==> src/rtl/key_event_scheduler.sv <==
// Turns per-key debounced down/up pulses into SINGLE/DOUBLE/LONG events,
// arbitrated round-robin into a shared FIFO read over valid/ready.
module key_event_scheduler #(
    parameter int CLK_FREQ_MHZ = 100,
    parameter int KEY_NUM      = 4,
    parameter int LONG_MS      = 1000,
    parameter int DCLICK_MS    = 300,
    parameter int FIFO_DEPTH   = 8
) (
    input  logic                          clk,
    input  logic                          rst_n,
    input  logic [KEY_NUM-1:0]            key_down_pulse,
    input  logic [KEY_NUM-1:0]            key_up_pulse,
    output logic                          evt_valid,
    input  logic                          evt_ready,
    output logic [$clog2(KEY_NUM):0]      evt_key,
    output logic [1:0]                    evt_code,
    output logic [$clog2(FIFO_DEPTH):0]   fifo_count,
    output logic                          overflow,
    input  logic                          clr_overflow
);

    localparam int KW    = $clog2(KEY_NUM) + 1;
    localparam int CW    = $clog2(FIFO_DEPTH) + 1;
    localparam int AW    = $clog2(FIFO_DEPTH);
    localparam int TICKS = CLK_FREQ_MHZ * 1000;
    localparam int PW    = (TICKS > 1) ? $clog2(TICKS) : 1;
    localparam int TW    = $clog2(LONG_MS + 1);

    localparam logic [1:0] EV_SINGLE = 2'd1;
    localparam logic [1:0] EV_DOUBLE = 2'd2;
    localparam logic [1:0] EV_LONG   = 2'd3;

    typedef enum logic [2:0] {
        S_IDLE,
        S_PRESS1,
        S_HOLD,
        S_WAIT2,
        S_PRESS2
    } state_t;

    // ---------------- millisecond timebase
    logic [PW-1:0] presc_q;
    logic          ms_tick;

    assign ms_tick = (presc_q == PW'(TICKS - 1));

    always_ff @(posedge clk or negedge rst_n) begin
        if (!rst_n) begin
            presc_q <= '0;
        end else if (ms_tick) begin
            presc_q <= '0;
        end else begin
            presc_q <= presc_q + 1'b1;
        end
    end

    // ---------------- per-key gesture FSMs
    logic [KEY_NUM-1:0] dn;
    logic [KEY_NUM-1:0] up;
    state_t             state_q   [KEY_NUM];
    state_t             state_d   [KEY_NUM];
    logic [TW-1:0]      tmr_q     [KEY_NUM];
    logic [KEY_NUM-1:0] emit;
    logic [1:0]         emit_code [KEY_NUM];

    // a simultaneous down and up on one key cancel each other
    assign dn = key_down_pulse & ~key_up_pulse;
    assign up = key_up_pulse & ~key_down_pulse;

    always_comb begin
        emit = '0;
        for (int k = 0; k < KEY_NUM; k++) begin
            state_d[k]   = state_q[k];
            emit_code[k] = 2'd0;
            unique case (state_q[k])
                S_IDLE: begin
                    if (dn[k]) state_d[k] = S_PRESS1;
                end
                S_PRESS1: begin
                    if (up[k]) begin
                        state_d[k] = S_WAIT2;
                    end else if (tmr_q[k] == TW'(LONG_MS)) begin
                        emit[k]      = 1'b1;
                        emit_code[k] = EV_LONG;
                        state_d[k]   = S_HOLD;
                    end
                end
                S_HOLD: begin
                    if (up[k]) state_d[k] = S_IDLE;
                end
                S_WAIT2: begin
                    if (dn[k]) begin
                        state_d[k] = S_PRESS2;
                    end else if (tmr_q[k] == TW'(DCLICK_MS)) begin
                        emit[k]      = 1'b1;
                        emit_code[k] = EV_SINGLE;
                        state_d[k]   = S_IDLE;
                    end
                end
                S_PRESS2: begin
                    if (up[k]) begin
                        emit[k]      = 1'b1;
                        emit_code[k] = EV_DOUBLE;
                        state_d[k]   = S_IDLE;
                    end else if (tmr_q[k] == TW'(LONG_MS)) begin
                        emit[k]      = 1'b1;
                        emit_code[k] = EV_LONG;
                        state_d[k]   = S_HOLD;
                    end
                end
                default: state_d[k] = S_IDLE;
            endcase
        end
    end

    always_ff @(posedge clk or negedge rst_n) begin
        if (!rst_n) begin
            for (int k = 0; k < KEY_NUM; k++) begin
                state_q[k] <= S_IDLE;
                tmr_q[k]   <= '0;
            end
        end else begin
            for (int k = 0; k < KEY_NUM; k++) begin
                state_q[k] <= state_d[k];
                if (state_d[k] != state_q[k]) begin
                    tmr_q[k] <= '0;
                end else if (ms_tick && tmr_q[k] != TW'(LONG_MS)) begin
                    tmr_q[k] <= tmr_q[k] + 1'b1;
                end
            end
        end
    end

    // ---------------- pending registers and round-robin arbiter
    logic [KEY_NUM-1:0] pend_q;
    logic [1:0]         pend_code_q [KEY_NUM];
    logic [KW-1:0]      rr_q;
    logic [KW-1:0]      arb_cand;
    logic               gnt_vld;
    logic [KW-1:0]      gnt_idx;
    logic [1:0]         gnt_code;
    logic [KEY_NUM-1:0] gnt_oh;
    logic               full;
    logic               ovf_set;

    always_comb begin
        gnt_vld  = 1'b0;
        gnt_idx  = '0;
        gnt_code = '0;
        gnt_oh   = '0;
        arb_cand = '0;
        if (!full) begin
            for (int i = 0; i < KEY_NUM; i++) begin
                arb_cand = rr_q + KW'(i);
                if (arb_cand >= KW'(KEY_NUM)) begin
                    arb_cand = arb_cand - KW'(KEY_NUM);
                end
                for (int k = 0; k < KEY_NUM; k++) begin
                    if (!gnt_vld && pend_q[k] && arb_cand == KW'(k)) begin
                        gnt_vld   = 1'b1;
                        gnt_idx   = KW'(k);
                        gnt_code  = pend_code_q[k];
                        gnt_oh[k] = 1'b1;
                    end
                end
            end
        end
    end

    // a pending being granted this cycle may be refilled without loss
    assign ovf_set = |(emit & pend_q & ~gnt_oh);

    always_ff @(posedge clk or negedge rst_n) begin
        if (!rst_n) begin
            pend_q <= '0;
            rr_q   <= '0;
            for (int k = 0; k < KEY_NUM; k++) begin
                pend_code_q[k] <= '0;
            end
        end else begin
            for (int k = 0; k < KEY_NUM; k++) begin
                if (emit[k]) begin
                    pend_q[k]      <= 1'b1;
                    pend_code_q[k] <= emit_code[k];
                end else if (gnt_oh[k]) begin
                    pend_q[k] <= 1'b0;
                end
            end
            if (gnt_vld) begin
                rr_q <= (gnt_idx == KW'(KEY_NUM - 1)) ? '0 : gnt_idx + 1'b1;
            end
        end
    end

    always_ff @(posedge clk or negedge rst_n) begin
        if (!rst_n) begin
            overflow <= 1'b0;
        end else if (ovf_set) begin
            overflow <= 1'b1;
        end else if (clr_overflow) begin
            overflow <= 1'b0;
        end
    end

    // ---------------- event FIFO, first-word fall-through
    logic [KW+1:0] mem [FIFO_DEPTH];
    logic [KW+1:0] head;
    logic [AW-1:0] wp_q;
    logic [AW-1:0] rp_q;
    logic [CW-1:0] cnt_q;
    logic          push;
    logic          pop;

    assign full       = (cnt_q == CW'(FIFO_DEPTH));
    assign push       = gnt_vld;
    assign pop        = evt_valid & evt_ready;
    assign evt_valid  = (cnt_q != '0);
    assign head       = mem[rp_q];
    assign evt_key    = evt_valid ? head[KW+1:2] : '0;
    assign evt_code   = evt_valid ? head[1:0] : '0;
    assign fifo_count = cnt_q;

    always_ff @(posedge clk) begin
        if (push) begin
            mem[wp_q] <= {gnt_idx, gnt_code};
        end
    end

    always_ff @(posedge clk or negedge rst_n) begin
        if (!rst_n) begin
            wp_q  <= '0;
            rp_q  <= '0;
            cnt_q <= '0;
        end else begin
            if (push) wp_q <= wp_q + 1'b1;
            if (pop)  rp_q <= rp_q + 1'b1;
            unique case ({push, pop})
                2'b10:   cnt_q <= cnt_q + 1'b1;
                2'b01:   cnt_q <= cnt_q - 1'b1;
                default: cnt_q <= cnt_q;
            endcase
        end
    end

endmodule

==> config.mk <==
export PLATFORM = sky130hd
export DESIGN_NAME = key_event_scheduler
export DESIGN_NICKNAME = d
export VERILOG_FILES = /design/src/rtl/key_event_scheduler.sv
export SDC_FILE = /design/constraint.sdc
export NUM_CORES = 1
export LEC_CHECK = 0
export ABC_AREA = 1
export CAP_MARGIN = 20
export CORE_ASPECT_RATIO = 1.5
export CORE_UTILIZATION = 35
export CTS_BUF_LIST = sky130_fd_sc_hd__clkbuf_8
export DETAILED_ROUTE_END_ITERATION = 10
export GPL_TIMING_DRIVEN = 1
export HOLD_SLACK_MARGIN = 0.03
export PLACE_DENSITY_LB_ADDON = 0.05
export SLEW_MARGIN = 15
export SYNTH_ARGS = -nofsm -noshare
export SYNTH_HDL_FRONTEND = slang
export SYNTH_SLANG_ARGS = --single-unit
==> constraint.sdc <==
create_clock -name clk -period 3.7 [get_ports clk]
set_input_delay 0.555 -clock clk [delete_from_list [all_inputs] [get_ports clk]]
set_output_delay 0.555 -clock clk [all_outputs]
set_load 0.02 [all_outputs]
==> reports/metrics.cfg <==
[worst_setup_path]
crit_chain=inv_1 -> nand3_1 -> nand4_2 -> nor2_4 -> nand4_4 -> nor2_4 -> nand4_2 -> nor2_2 -> nand3_2 -> o21ai_2 -> ha_1 -> nand2_1 -> inv_1 -> nor2_1 -> ha_1 -> a21oi_1 -> xnor2_1 -> o21ai_0
end_kind=register
critical_path_buf_inv_count=2
rr_startpoint=rr_q[0]
required_ns=4.04
reg2reg_depth=18
cpPeakStageDelay_ns=0.50
critPathKind=reg -> reg
worstPathMaxFanout=8
rr_endpoint=fifo_count[2]
cp_top_family=simple AND/OR/NAND/NOR gates
worstPathArrival_ns=3.44
startpoint_type=register
regToRegSetupSlack_ns=0.59
slowest_stage=dfrtp_1

[cts]
numClockSinks=126
tritoncts=built
htreeDepth=4
post_cts_resized=0
numCtsBuffers=17
clk_pin_slew_ns=0.08
cts_hold_buf=0
cts_root_buf=clkbuf_8
clk_path_buf_depth=2
post_cts_buffers=0
clk_latency_ns=0.46

[placed_design]
post-dp-hpwl_mm=13.4
io_buffer_count=21
gp_congestion=0.919

[floorplanning]
coreArea_mm2=0.0206
fp.dieH_um=180
io_pins=23
fp-row-count=64
initial_core_util=0.360
die_x_um=121
die_area_mm2=0.0218

[logic_synthesis]
synth.avg_cell_area_um2=7.70
synthCells=963
synth-seq-cells=126
synth_fp_nets=989
ys.flop_type=dfrtp_1
yosys.cell_types.count=48
syn_area_mm2=0.00742
async_reset_ff_frac=0.746
synth_warnings=0
synth-seq-area-share=0.447
synth-edff-count=32

[routing]
drtIter0Drc=410
ant_nets=0
first_pass_iters=5
post_drt_via_cell_ratio=4.92
via_count=6276
drc=0
wirelength_mm=17.8
wl_per_cell_um=14.0

[pwr]
power_density_mw_per_mm2=654
p_leak_nw=3.76
ir_worst_vdd_uv=237

[sta]
min_period_ns=3.11
rsz0062_at_grt=no
setup_viol=0
clock-skew-final_ns=0.0122
finalSetupTns_ns=0
tightest_slew_ns=0.724
slew-limit-headroom=0.514
finalCritPeriodShare=0.840
slew_violations=0
fmax_ghz=0.322
hold-worst-slack_ns=0.131
hold_violations=0

[final_layout]
syn_to_final_growth_pct=12.9
final_core_util=0.407
drive_above_1_share=0.0623
final_nets=1024
num_antenna_cells=0

[global_route]
grt_usage=0.173
grt_pass1_vias=6254
antenna_found_initial=0
grt_start_max_net_pins=51
grt_pass1_wl_mm=29.6
gr-total-overflow=0

[flow_run]
drv_cap=0

[status]
status=finished, final reports clean

[min_path]
hp-class=in -> async

registers in the layout, summed over array words and instances, names as in the netlist:
signal       flops
mem             32
rr_q             2
rp_q             3
overflow         1
presc_q         17
state_q         12
fifo_count       4
wp_q             3
pend_q           4
tmr_q           40
pend_code_q      8
power by group:
group	switching, mW	internal [mW]
clock network	0.616	0.674
registers	0.201	1.76
logic	1.48	0.734
metal layers:
layer,wire (µm),GRT usage,part of all wire
met1,7540,0.190,0.42
met2,9290,0.315,0.52
met3,452,0.0358,0.025
met4,517,0.0756,0.029
met5,0,0,0
cells in the mapped netlist, types with 16 or more instances:
master	count	area [µm²]
nand3_1	58	290
a21oi_1	16	80.1
edfxtp_1	32	961
nor2_1	141	529
inv_1	162	608
nand2_1	174	653
nor3_1	36	180
xor2_1	23	201
o21ai_0	58	290
nand4_1	30	188
dfrtp_1	94	2350
placed cells by master, fill, tap and decap left out, drive strengths merged, types with 2 or more instances in the layout:
master,instances
nand2,179
nor3b,2
o21ai,72
xor2,23
buf,7
a21boi,3
o22ai,6
a21oi,16
nor3,37
edfxtp,32
o211ai,5
ha,14
nand4,33
clkinvlp,5
dfrtp,94
nor2,149
bufinv,3
inv,170
o31ai,9
nand3,60
xnor2,11
clkinv,3
clkdlybuf4s50,20
nor4,15
nand3b,7
a31oi,7
a41oi,2
clkbuf,17
cell type report:
cell class              count  area (µm²)
multi-input cells         660        3420
flip-flops and latches    126        3310
well taps                 264         330
inverters                 166         623
clock inverters            15         184
fillers                  2129       12200
repair buffers             27         265
clock buffers              17         234
stage by stage:
stage / power [mW] / instances / cell area, µm² / setup WS [ns]
after CTS: 5.56 / 1275 / 8370 / 0.595
after floorplan: 3.54 / 963 / 7420 / 0.962
after global placement: 4.27 / 1243 / 7950 / 0.728
after detailed placement: 4.25 / 1243 / 7950 / 0.623
final: 5.47 / 1275 / 8370 / 0.592
after global routing: 5.89 / 1275 / 8370 / 0.280
worst max-delay path by stage:
stage                       start            end  slack (ns)  cells after the start
after floorplan           rr_q[0]  fifo_count[2]        0.96                     18
after global placement    rr_q[0]  fifo_count[2]        0.73                     17
after detailed placement  rr_q[0]  fifo_count[2]        0.62                     18
after CTS                 rp_q[0]    evt_code[0]        0.59                      6
after global routing      rr_q[0]  fifo_count[2]        0.28                     18
final                     rr_q[0]  fifo_count[2]        0.59                     18
cell families after synthesis:
family          synth area share
xor+xnor                  0.0402
buf+inv                   0.0918
fa+ha+maj                 0.0236
other cells             0.000506
simple gates               0.299
compound gates            0.0979
flops                      0.447
No activity file was read; power rests on OpenSTA's default activity.
